===== config.mk =====
export PLATFORM = sky130hd
export DESIGN_NAME = channel_select_mux_flat
export DESIGN_NICKNAME = d
export VERILOG_FILES = /design/src/rtl/selmux_pkg.sv /design/src/rtl/channel_select_mux_if.sv /design/src/rtl/rr_pick.sv /design/src/rtl/channel_select_mux.sv /design/src/flat_wrapper.sv
export SDC_FILE = /design/constraint.sdc
export NUM_CORES = 1
export LEC_CHECK = 0
export ABC_AREA = 1
export BUFFER_PORTS_ARGS = -buffer_cell sky130_fd_sc_hd__buf_2
export CAP_MARGIN = 30
export CORE_MARGIN = 4
export CORE_UTILIZATION = 43
export CTS_BUF_LIST = sky130_fd_sc_hd__clkbuf_4 sky130_fd_sc_hd__clkbuf_8 sky130_fd_sc_hd__clkbuf_16
export DETAILED_ROUTE_END_ITERATION = 12
export PLACE_DENSITY = 0.84
export SYNTH_ARGS = -nofsm -noshare
export SYNTH_HDL_FRONTEND = slang
export SYNTH_HIERARCHICAL = 1
export SYNTH_SLANG_ARGS = --single-unit

===== constraint.sdc =====
create_clock -name Clock -period 10.7 [get_ports Clock]
set_input_delay 0.535 -clock Clock [delete_from_list [all_inputs] [get_ports Clock]]
set_output_delay 0.535 -clock Clock [all_outputs]
set_load 0.01 [all_outputs]

===== src/rtl/selmux_pkg.sv =====
// Shared definitions for the channel select mux: mode encodings, default geometry, clog2 helper.
// Default WIDTH/CHANNELS match the CPU top so every instance agrees on bus geometry.
package selmux_pkg;

  localparam logic MODE_DIRECT = 1'b0;
  localparam logic MODE_SCAN   = 1'b1;

  localparam int DEF_WIDTH    = 17;
  localparam int DEF_CHANNELS = 16;

  function automatic int clog2(input int value);
    int result;
    result = 0;
    for (int i = 0; i < 31; i++) begin
      if ((1 << i) < value) result = i + 1;
    end
    return result;
  endfunction

endpackage


===== src/rtl/channel_select_mux_if.sv =====
// Channel bundle between producers, the select mux and its consumer; master = producers/consumer side.
// ChannelMask exists only when CHANNEL_MASK_EN is defined.
interface channel_select_mux_if
  import selmux_pkg::*;
#(
  parameter int WIDTH    = DEF_WIDTH,
  parameter int CHANNELS = DEF_CHANNELS
);
  localparam int SEL_W = clog2(CHANNELS);

  logic [CHANNELS*WIDTH-1:0] Input;
  logic [CHANNELS-1:0]       InValid;
  logic [CHANNELS-1:0]       InAck;
  logic [SEL_W-1:0]          Selection;
  logic                      Mode;
  logic [WIDTH-1:0]          Output;
  logic [SEL_W-1:0]          OutChannel;
  logic                      OutValid;
  logic                      OutReady;
  logic                      SelError;
`ifdef CHANNEL_MASK_EN
  logic [CHANNELS-1:0]       ChannelMask;
`endif

  modport master (
    output Input, InValid, Selection, Mode, OutReady,
`ifdef CHANNEL_MASK_EN
    output ChannelMask,
`endif
    input  InAck, Output, OutChannel, OutValid, SelError
  );

  modport slave (
    input  Input, InValid, Selection, Mode, OutReady,
`ifdef CHANNEL_MASK_EN
    input  ChannelMask,
`endif
    output InAck, Output, OutChannel, OutValid, SelError
  );

endinterface


===== src/rtl/rr_pick.sv =====
// Combinational round-robin picker: first asserted req at ptr, ptr+1, ... wrapping at CHANNELS.
// Zero latency; ptr must already be below CHANNELS.
module rr_pick
  import selmux_pkg::*;
#(
  parameter int CHANNELS = DEF_CHANNELS,
  parameter int SEL_W    = clog2(CHANNELS)
) (
  input  logic [CHANNELS-1:0] req,
  input  logic [SEL_W-1:0]    ptr,
  output logic [SEL_W-1:0]    gnt_idx,
  output logic                gnt_any
);

  function automatic logic [SEL_W-1:0] idx_at(input logic [SEL_W-1:0] base, input int off);
    int s;
    s = int'(base) + off;
    if (s >= CHANNELS) s = s - CHANNELS;
    return SEL_W'(s);
  endfunction

  // Walk from the farthest offset down so the nearest requester overwrites and wins.
  always_comb begin
    gnt_idx = '0;
    gnt_any = 1'b0;
    for (int off = CHANNELS - 1; off >= 0; off--) begin
      if (req[idx_at(ptr, off)]) begin
        gnt_idx = idx_at(ptr, off);
        gnt_any = 1'b1;
      end
    end
  end

endmodule


===== src/rtl/channel_select_mux.sv =====
// Registered N-channel selector (direct or round-robin scan), 1-cycle latency, 1 word/cycle; output holds under OutReady=0.
// CHANNEL_MASK_EN adds ChannelMask, which removes channels from both direct and scan selection.
module channel_select_mux
  import selmux_pkg::*;
#(
  parameter int WIDTH    = DEF_WIDTH,
  parameter int CHANNELS = DEF_CHANNELS
) (
  input logic                 Clock,
  input logic                 Reset_n,
  channel_select_mux_if.slave bus
);

  localparam int SEL_W = clog2(CHANNELS);
  localparam int PAD_N = 1 << SEL_W;

  logic [WIDTH-1:0] out_dat_q, out_dat_d;
  logic [SEL_W-1:0] out_ch_q, out_ch_d;
  logic             out_vld_q, out_vld_d;
  logic             sel_err_q, sel_err_d;
  logic [SEL_W-1:0] ptr_q, ptr_d;

  logic [CHANNELS-1:0] eff_vld;
  logic [PAD_N-1:0]    eff_vld_pad;
  logic [WIDTH-1:0]    words [PAD_N];
  logic                scan_mode;
  logic                load;
  logic                sel_in_range;
  logic                direct_hit;
  logic [SEL_W-1:0]    scan_idx;
  logic                scan_any;
  logic [SEL_W-1:0]    cand;
  logic                cand_vld;

`ifdef CHANNEL_MASK_EN
  assign eff_vld = bus.InValid & ~bus.ChannelMask;
`else
  assign eff_vld = bus.InValid;
`endif

  // Pad to a power of two so an out-of-range Selection indexes a defined zero.
  assign eff_vld_pad = PAD_N'(eff_vld);

  for (genvar c = 0; c < PAD_N; c++) begin : g_word
    if (c < CHANNELS) begin : g_real
      assign words[c] = bus.Input[c*WIDTH +: WIDTH];
    end else begin : g_pad
      assign words[c] = '0;
    end
  end

  assign scan_mode    = (bus.Mode == MODE_SCAN);
  assign load         = !out_vld_q || bus.OutReady;
  assign sel_in_range = ({1'b0, bus.Selection} < (SEL_W + 1)'(CHANNELS));
  assign direct_hit   = sel_in_range && eff_vld_pad[bus.Selection];

  rr_pick #(
    .CHANNELS (CHANNELS),
    .SEL_W    (SEL_W)
  ) u_rr_pick (
    .req     (eff_vld),
    .ptr     (ptr_q),
    .gnt_idx (scan_idx),
    .gnt_any (scan_any)
  );

  assign cand     = scan_mode ? scan_idx : bus.Selection;
  assign cand_vld = scan_mode ? scan_any : direct_hit;

  assign bus.InAck = (Reset_n && load && cand_vld) ? (CHANNELS'(1) << cand) : '0;

  always_comb begin
    out_dat_d = out_dat_q;
    out_ch_d  = out_ch_q;
    out_vld_d = out_vld_q;
    sel_err_d = sel_err_q;
    ptr_d     = ptr_q;
    if (load) begin
      if (cand_vld) begin
        out_dat_d = words[cand];
        out_ch_d  = cand;
        out_vld_d = 1'b1;
        if (scan_mode) ptr_d = (cand == SEL_W'(CHANNELS - 1)) ? '0 : cand + 1'b1;
      end else begin
        out_vld_d = 1'b0;
      end
      if (!scan_mode && !sel_in_range) sel_err_d = 1'b1;
    end
  end

  always_ff @(posedge Clock or negedge Reset_n) begin
    if (!Reset_n) begin
      out_dat_q <= '0;
      out_ch_q  <= '0;
      out_vld_q <= 1'b0;
      sel_err_q <= 1'b0;
      ptr_q     <= '0;
    end else begin
      out_dat_q <= out_dat_d;
      out_ch_q  <= out_ch_d;
      out_vld_q <= out_vld_d;
      sel_err_q <= sel_err_d;
      ptr_q     <= ptr_d;
    end
  end

  assign bus.Output     = out_dat_q;
  assign bus.OutChannel = out_ch_q;
  assign bus.OutValid   = out_vld_q;
  assign bus.SelError   = sel_err_q;

endmodule


===== src/flat_wrapper.sv =====
// flat-port wrapper written by rule: the top's interface ports become plain ports
module channel_select_mux_flat import selmux_pkg::*;
#(
  parameter int WIDTH    = DEF_WIDTH,
  parameter int CHANNELS = DEF_CHANNELS
)
  (Clock, Reset_n, bus_Input, bus_InValid, bus_Selection, bus_Mode, bus_OutReady, bus_InAck, bus_Output, bus_OutChannel, bus_OutValid, bus_SelError);
  channel_select_mux_if #(.WIDTH(WIDTH), .CHANNELS(CHANNELS)) bus_i ();
  input logic Clock;
  input logic Reset_n;
  input wire logic [$bits(bus_i.Input)-1:0] bus_Input;
  input wire logic [$bits(bus_i.InValid)-1:0] bus_InValid;
  input wire logic [$bits(bus_i.Selection)-1:0] bus_Selection;
  input wire logic [$bits(bus_i.Mode)-1:0] bus_Mode;
  input wire logic [$bits(bus_i.OutReady)-1:0] bus_OutReady;
  output wire logic [$bits(bus_i.InAck)-1:0] bus_InAck;
  output wire logic [$bits(bus_i.Output)-1:0] bus_Output;
  output wire logic [$bits(bus_i.OutChannel)-1:0] bus_OutChannel;
  output wire logic [$bits(bus_i.OutValid)-1:0] bus_OutValid;
  output wire logic [$bits(bus_i.SelError)-1:0] bus_SelError;
  assign bus_i.Input = bus_Input;
  assign bus_i.InValid = bus_InValid;
  assign bus_i.Selection = bus_Selection;
  assign bus_i.Mode = bus_Mode;
  assign bus_i.OutReady = bus_OutReady;
  assign bus_InAck = bus_i.InAck;
  assign bus_Output = bus_i.Output;
  assign bus_OutChannel = bus_i.OutChannel;
  assign bus_OutValid = bus_i.OutValid;
  assign bus_SelError = bus_i.SelError;
  channel_select_mux #(.WIDTH(WIDTH), .CHANNELS(CHANNELS)) u_core (.Clock(Clock), .Reset_n(Reset_n), .bus(bus_i));
endmodule

==> results of run 1 <==
-- how the worst max path moves through the flow --
stage                                      from           end  slack (ns)
floorplan           u_core/ptr_q[0]$_DFFE_PN0P_  bus_InAck[7]        6.31
global route        u_core/ptr_q[0]$_DFFE_PN0P_  bus_InAck[7]        3.22
finish              u_core/ptr_q[0]$_DFFE_PN0P_  bus_InAck[7]        3.80
global placement    u_core/ptr_q[0]$_DFFE_PN0P_  bus_InAck[7]        4.35
CTS                 u_core/ptr_q[0]$_DFFE_PN0P_  bus_InAck[7]        3.92
detailed placement  u_core/ptr_q[0]$_DFFE_PN0P_  bus_InAck[7]        4.22
-- layout make-up --
cell class,count,area (um2)
clock inverters,1,30.03
flip-flops and latches,26,650.6
inverters,317,1190
repair buffers,339,1712
multi-input cells,1068,4703
fillers,1711,7197
well taps,216,270.3
clock buffers,3,75.07
-- through the flow --
step | std cells | area [um2]
6_report | 1970 | 8631
5_1_grt | 1970 | 8631
4_1_cts | 1970 | 8631
3_5_place_dp | 1966 | 8526
3_3_place_gp | 1966 | 8526
2_1_floorplan | 1483 | 6912
-- power by group --
part	total [W]	switching (W)	internal, W
Sequential	0.000217	0.0000699	0.000147
Clock	0.000111	0.0000366	0.0000745
Combinational	0.00308	0.00213	0.000952
Total	0.00341	0.00224	0.00117
-- cell families after synthesis --
family / synth area share
buffers and inverters: 0.2283
AOI/OAI and AO/OA: 0.04037
DFF: 0.09413
xor gates and xnor gates: 0.01466
and+or+nand+nor: 0.5985
other: 0.0005426
adders and majority gates: 0.02353
-- synthesized netlist by cell type (5+ instances only) --
master,count
clkbuf_1,14
xor2_1,5
nor2_1,32
inv_2,10
a21oi_1,39
nor3_1,7
nand3_1,274
dfrtp_1,26
ha_1,13
nand2_2,7
inv_1,306
buf_2,40
nand2_1,666
buf_4,10
-- layer usage --
| metal | global-route usage | up-vias | routed length, um |
|---|---|---|---|
| met5 | 0 | - | 0 |
| met4 | 0.08201 | 0 | 874 |
| met2 | 0.5014 | 563 | 13400 |
| met3 | 0.02981 | 63 | 2668 |
| met1 | 0.3966 | 4262 | 11490 |
| li1 | - | 4960 | - |
-- registers in the layout, summed over array words and instances (netlist names) --
register and count:
u_core/bus.Output 17, u_core/bus.OutChannel 4, u_core/ptr_q 4, u_core/bus.OutValid 1
-- worst max-delay path, delay by kind of cell, from the launching register on --
kind | cells | cell delay, ns
AOI/OAI and AO/OA | 2 | 0.23
DFF | 1 | 0.83
buffers and inverters | 5 | 1.63
and+or+nand+nor | 22 | 2.11
adders and majority gates | 3 | 1.21
==> flow_summary.ini, run 1 <==
[timing]
fin_ws_ns = 3.796
hold_ws_ns = 0.2919
setup_tns_ns = 0
setup_violations = 0
max_slew_margin = 0.4595
post-route-period-util = 0.6452
rsz0062_at_grt = false
max_freq_mhz = 144.9
fin_crit_ns = 6.904
hold_viol = 0
skew_ns = 0.002750
worst_pin_slew_ns = 0.8107
maxSlewViolCount = 0

[pwr]
vdd_ir_drop_max_uv = 191.4
p_total_w = 0.003410
p_leak_nw = 5.984
pwr_density_cell_nw_per_um2 = 395.1

[logic_synthesis]
syn_inst = 1483
synth_area_leader_cell = nand2_1
synth.distinct_cells = 33
synth.top_cell.area_share = 0.3617
yosys_most_used_dff = dfrtp_1
syn_area_um2 = 6912
synth.area.top_cells = nand2_1, nand3_1, inv_1
synth-edff-count = 0
async_flop_share = 1.000
yosysWarnings = 6
syn-num-nets = 1792
seq_area_frac_synth = 0.09413
synth_area_per_cell_um2 = 4.661
ys_ff_latch = 26

[die]
dieArea_um2 = 18170
core_area_um2 = 15830
initial_core_util = 0.4367
rows = 46
fp.dieH_um = 134.8
die_w_um = 134.8
io_pins = 335

[clock_network]
worstSkewPairLatency_ns = 0.26
cts_max_level = 1
tritoncts = done
cts_buffer_depth = 2
ctsResizeCount = 0
clk_pin_slew_ns = 0.07
root_buffer = clkbuf_16
clock-sinks = 26
cts_hold_buf = 0
post_cts_buffers = 0
numCtsBuffers = 3

[global_routing]
grt_max_degree = 85
grt_use_total = 0.2943
gr-total-overflow = 0
grt_pass1_wl_um = 43310
grt_pass1_vias = 8867
antenna_found_initial = 0

[worst_setup_path]
timing.rr.end = u_core/bus.Output[8]$_DFFE_PN0P_
end_kind = output port
cp.required_ns = 10.17
path_common_cell = nand2_1
reg2regPathDepth = 35
worstReg2RegStart = u_core/ptr_q[0]$_DFFE_PN0P_
start_kind = flop
critical_path.slowest_cell = dfrtp_1
r2r_slack_ns = 4.50
max_stage_delay_ns = 0.83
cp_data_arrival_time_ns = 6.37
worstSetupPathType = reg -> out
crit_fanout = 84

[route]
drt_wl_total_um = 28440
drt-pass1-iter-count = 5
drtIter0Drc = 1168
drcViolationCount = 0
antenna_left = 0
via_count = 9848
viasPerCell = 4.999
wl_per_cell_um = 14.44

[place]
post-dp-hpwl_um = 23230
gp_congestion = 0.9962
io_buffers = 333
dp_slack_ns = 4.220

[layout]
drive_gt1_frac = 0.2109
area.growth.synth_to_final_pct = 24.87
nNetsFinal = 2064
diodes = 0
layout_common_cells = nand2_1, buf_2, inv_1
final_common_cell = nand2_1
finish.utilization = 0.5453

[worst_hold_path]
hold_path.class = in -> async

[flow_run]
drv_cap = 0

[run_status]
outcome = finished, final reports clean
Note: power is estimated with default switching activity, not from simulation.
==> run 2, diff against run 1 <==
PLACE_DENSITY = 0.87   (was 0.84)
clock period = 5.92 ns   (was 10.7 ns; I/O delays follow)
==> run 2 against run 1 <==
First-iteration DRC count up 2.2%. Highest routed layer unchanged. Non-clock buffer count is 6 higher. Cell count grew 0.30%. Sequential cell count unchanged. Clock skew is 0.0013 ns lower. Routed wire length grew 4.4%. Die area is the same. Via count grew 1.5%.
==> flow_summary.ini, run 2 (same netlist as run 1, synthesis figures left out) <==
[route]
wl_per_cell_um = 15.02
drtIter0Drc = 1194
via_count = 9997
routed.top_layer = met4
viasPerCell = 5.059
drcViolationCount = 0
met2_length_um = 14320
met3_wirelength_um = 3214
drt_wl_total_um = 29690
antenna_left = 0
wl_met1_um = 11210
drt-pass1-iter-count = 6

[layout]
ff_latch_area_um2 = 650.6
area.growth.synth_to_final_pct = 25.89
final_common_cell = nand2_1
diodes = 0
layout_common_cells = nand2_1, buf_2, inv_1
multi_input_area_um2 = 4703
nNetsFinal = 2070
nFillCells = 1714
drive_gt1_frac = 0.2136
largest_reg_flops = 17

[clock_network]
post_cts_buffers = 0
cts_max_level = 1
root_buffer = clkbuf_16
cts_hold_buf = 0
ctsResizeCount = 0
cts_buffer_depth = 2
clk_pin_slew_ns = 0.07
worstSkewPairLatency_ns = 0.26
numCtsBuffers = 3
clock-sinks = 26
tritoncts = done

[timing]
maxSlewViolCount = 0
rsz0062_at_grt = false
setup_violations = 0
max_freq_mhz = 190.4
skew_ns = 0.001473
setup_tns_ns = 0
fin_crit_ns = 5.251
fin_ws_ns = 0.6686
hold_viol = 0
max_slew_margin = 0.3153
post-route-period-util = 0.8871
worst_pin_slew_ns = 1.023
hold_ws_ns = 0.06866

[global_routing]
antenna_found_initial = 0
grt_use_total = 0.3117
gr-total-overflow = 0
grt_max_degree = 134
grt_pass1_vias = 8998
grt_pass1_wl_um = 45580

[worst_setup_path]
crit_fanout = 26
cp.required_ns = 5.62
cp.depth = 32
path_common_cell = nand2_1
crit_family = simple AND/OR/NAND/NOR gates
cp_data_arrival_time_ns = 4.96
critical_path.slowest_cell = ha_1
start_kind = flop
worstSetupPathType = reg -> out
max_stage_delay_ns = 0.48
cp_num_buf_inv = 5
end_kind = output port
reg2regPathDepth = 35

[die]
die_w_um = 134.8
dieArea_um2 = 18170
core_area_um2 = 15830
io_pins = 335
rows = 46
fp.dieH_um = 134.8
initial_core_util = 0.4367

[place]
gp_congestion = 0.9949
io_buffers = 333
post-dp-hpwl_um = 24310
dp_slack_ns = 1.088

[pwr]
p_leak_nw = 6.022
internal-power_w = 0.002175
p_seq_frac = 0.051
swShare = 0.6568
clkPwrFrac = 0.032
p_comb_frac = 0.917
p_switching_w = 0.004164
vdd_ir_drop_max_uv = 459.1
pwr_density_cell_nw_per_um2 = 728.6

[run_status]
outcome = finished, final reports clean

[worst_hold_path]
hold_path.class = in -> async

[flow_run]
drv_cap = 0
-- run 2: cell types whose count changed in the layout (fill, tap and decap cells not counted) --
cell and change:
buf_12 +2, buf_4 +4
-- run 2: worst paths after layout --
path / start / to / slack [ns]
setup / recovery: u_core/ptr_q[0]$_DFFE_PN0P_ / bus_InAck[12] / 0.67
max in group asynchronous: Reset_n / u_core/bus.Output[13]$_DFFE_PN0P_ / 5.40
min in group Clock: bus_OutReady / u_core/bus.OutValid$_DFFE_PN0N_ / 0.32
setup reg to reg: u_core/ptr_q[0]$_DFFE_PN0P_ / u_core/bus.Output[12]$_DFFE_PN0P_ / 0.88
hold reg to reg: u_core/bus.OutChannel[1]$_DFFE_PN0P_ / u_core/bus.OutChannel[1]$_DFFE_PN0P_ / 0.51
hold / removal: Reset_n / u_core/bus.OutValid$_DFFE_PN0N_ / 0.07
-- run 2: layout make-up --
class / count / area share
repair buffers: 345 / 0.2048
flip-flops and latches: 26 / 0.07478
clock buffers: 3 / 0.008628
inverters: 317 / 0.1368
clock inverters: 1 / 0.003451
well taps: 216 / 0.03106
multi-input cells: 1068 / 0.5406
-- run 2: layer usage --
layer / global-route usage / vias to the layer above
met5: 0 / -
met4: 0.09785 / 0
met3: 0.05849 / 72
met2: 0.5442 / 574
met1: 0.3881 / 4379
li1: - / 4972
-- run 2: metrics by stage --
stage | area [um2] | total power [W] | util | std cells
2_1_floorplan | 6912 | 0.004567 | - | 1483
3_3_place_gp | 8596 | 0.005985 | 0.5431 | 1972
3_5_place_dp | 8596 | 0.005994 | 0.5431 | 1972
4_1_cts | 8701 | 0.006215 | 0.5497 | 1976
5_1_grt | 8701 | 0.007045 | 0.5497 | 1976
6_report | 8701 | 0.006339 | 0.5497 | 1976
-- run 2: power groups by stage --
stage | Clock, W | Combinational, W | Sequential (W)
after floorplan | 0 | 0.00421 | 0.000354
after global placement | 0 | 0.00566 | 0.000323
after detailed placement | 0 | 0.00566 | 0.000331
after CTS | 0.000200 | 0.00569 | 0.000327
after global routing | 0.000209 | 0.00650 | 0.000336
final | 0.000201 | 0.00581 | 0.000325
-- run 2: worst reg2reg max path, delay by kind of cell (launching register included) --
kind	cells	cell delay (ns)
buf+inv	5	1.31
flops	1	0.39
fa+ha+maj	1	0.48
simple gates	28	2.50
compound gates	1	0.31
==> run 3, diff against run 2 <==
RECOVER_POWER = 25   (was unset)
==> run 3 against run 2 <==
Register-to-register slack is essentially flat. Cell count is the same. Global-route usage stayed put. The flow now finishes with violations (capacitance limit, slew limit). Final area about the same. Sequential share of layout area about the same. Via count is essentially flat. Die area stayed put. Sequential power about the same. Core utilization is essentially flat. Critical path depth did not move. Critical path type unchanged. Routed wire length is essentially flat.
==> flow_summary.ini, run 3 (same netlist as run 1, synthesis figures left out) <==
[timing]
worst_pin_slew_ns = 1.667
skew_ns = 0.002522
setup_violations = 0
post-route-period-util = 0.8918
fin_crit_ns = 5.279
fin_ws_ns = 0.6407
max_slew_margin = -0.1116
hold_viol = 0
setup_tns_ns = 0
max_freq_mhz = 189.4
maxSlewViolCount = 32
rsz0062_at_grt = false

[layout]
layout_common_cells = nand2_1, buf_2, inv_1
largest_reg_flops = 17
multi_input_area_um2 = 4703
ff_latch_area_um2 = 650.6
nNetsFinal = 2070
diodes = 0
final_common_cell = nand2_1
area.growth.synth_to_final_pct = 25.87
nFillCells = 1715
drive_gt1_frac = 0.2131

[clock_network]
clk_pin_slew_ns = 0.07
worstSkewPairLatency_ns = 0.26
cts_hold_buf = 0
post_cts_buffers = 0
numCtsBuffers = 3
cts_buffer_depth = 2
clock-sinks = 26
tritoncts = done
ctsResizeCount = 0
cts_max_level = 1
root_buffer = clkbuf_16

[global_routing]
antenna_found_initial = 0
grt_max_degree = 134
grt_pass1_vias = 8998
grt_pass1_wl_um = 45580
grt_use_total = 0.3117
gr-total-overflow = 0

[route]
wl_met1_um = 11200
wl_per_cell_um = 15.01
drcViolationCount = 0
drt_wl_total_um = 29670
drtIter0Drc = 1194
met2_length_um = 14310
met3_wirelength_um = 3195
antenna_left = 0
viasPerCell = 5.060
drt-pass1-iter-count = 8
via_count = 9999
routed.top_layer = met4

[worst_setup_path]
start_kind = flop
crit_fanout = 26
critical_path.slowest_cell = ha_1
max_stage_delay_ns = 0.48
r2r_slack_ns = 0.87
cp.required_ns = 5.62
path_common_cell = nand2_1
end_kind = output port
cp_data_arrival_time_ns = 4.98
worstSetupPathType = reg -> out

[die]
io_pins = 335
die_w_um = 134.8
fp.dieH_um = 134.8
dieArea_um2 = 18170
core_area_um2 = 15830
initial_core_util = 0.4367
rows = 46

[place]
post-dp-hpwl_um = 24310
io_buffers = 333
dp_slack_ns = 1.088
gp_congestion = 0.9949

[pwr]
pwr_density_cell_nw_per_um2 = 728.6
vdd_ir_drop_max_uv = 459.2
p_leak_nw = 6.019

[worst_hold_path]
hold_path.class = in -> reg

[flow_run]
drv_cap = 1

[run_status]
outcome = complete, but fails checks
violations = capacitance limit, slew limit
==> run 3: final timing paths <==
path,from,end,depth (start not counted)
setup / recovery,u_core/ptr_q[0]$_DFFE_PN0P_,bus_InAck[12],32
hold / removal,bus_OutReady,u_core/bus.OutValid$_DFFE_PN0N_,4
setup reg to reg,u_core/ptr_q[0]$_DFFE_PN0P_,u_core/bus.Output[12]$_DFFE_PN0P_,35
hold reg to reg,u_core/bus.OutChannel[1]$_DFFE_PN0P_,u_core/bus.OutChannel[1]$_DFFE_PN0P_,2
max in group asynchronous,Reset_n,u_core/bus.Output[13]$_DFFE_PN0P_,1
min in group asynchronous,Reset_n,u_core/bus.OutValid$_DFFE_PN0N_,1
==> run 3: report_power, final <==
part / switching [W] / internal (W) / total, W / leakage, nW
Clock: 0.0000677 / 0.000135 / 0.000202 / 0.0511
Sequential: 0.0000590 / 0.000266 / 0.000325 / 0.320
Combinational: 0.00404 / 0.00178 / 0.00581 / 5.65
==> run 3: through the flow <==
stage               cell area, um2    util  hold WS [ns]  total power, W  cells
global placement              8596  0.5431        0.3688        0.005985   1972
finish                        8700  0.5496        0.3220        0.006338   1976
floorplan                     6912       -     0.0004090        0.004567   1483
global route                  8700  0.5496        0.3584        0.007045   1976
detailed placement            8596  0.5431        0.3647        0.005994   1972
CTS                           8701  0.5497       0.08520        0.006215   1976
==> run 3: layer usage <==
layer,vias up,track usage
met5,-,0
met4,0,0.09785
met3,73,0.05849
met2,572,0.5442
met1,4383,0.3881
li1,4971,-
==> run 3: final cells by class <==
class,instances,area share
clock inverters,1,0.003452
well taps,216,0.03107
clock buffers,3,0.008629
repair buffers,345,0.2047
flip-flops and latches,26,0.07479
inverters,317,0.1368
multi-input cells,1068,0.5406
==> run 3: worst max-delay path: cells and delay by family (launching register included) <==
kind	cells	cell delay, ns
adders and majority gates	1	0.48
DFF	1	0.39
buffers and inverters	5	1.41
and+or+nand+nor	25	2.10
AOI/OAI and AO/OA	1	0.31
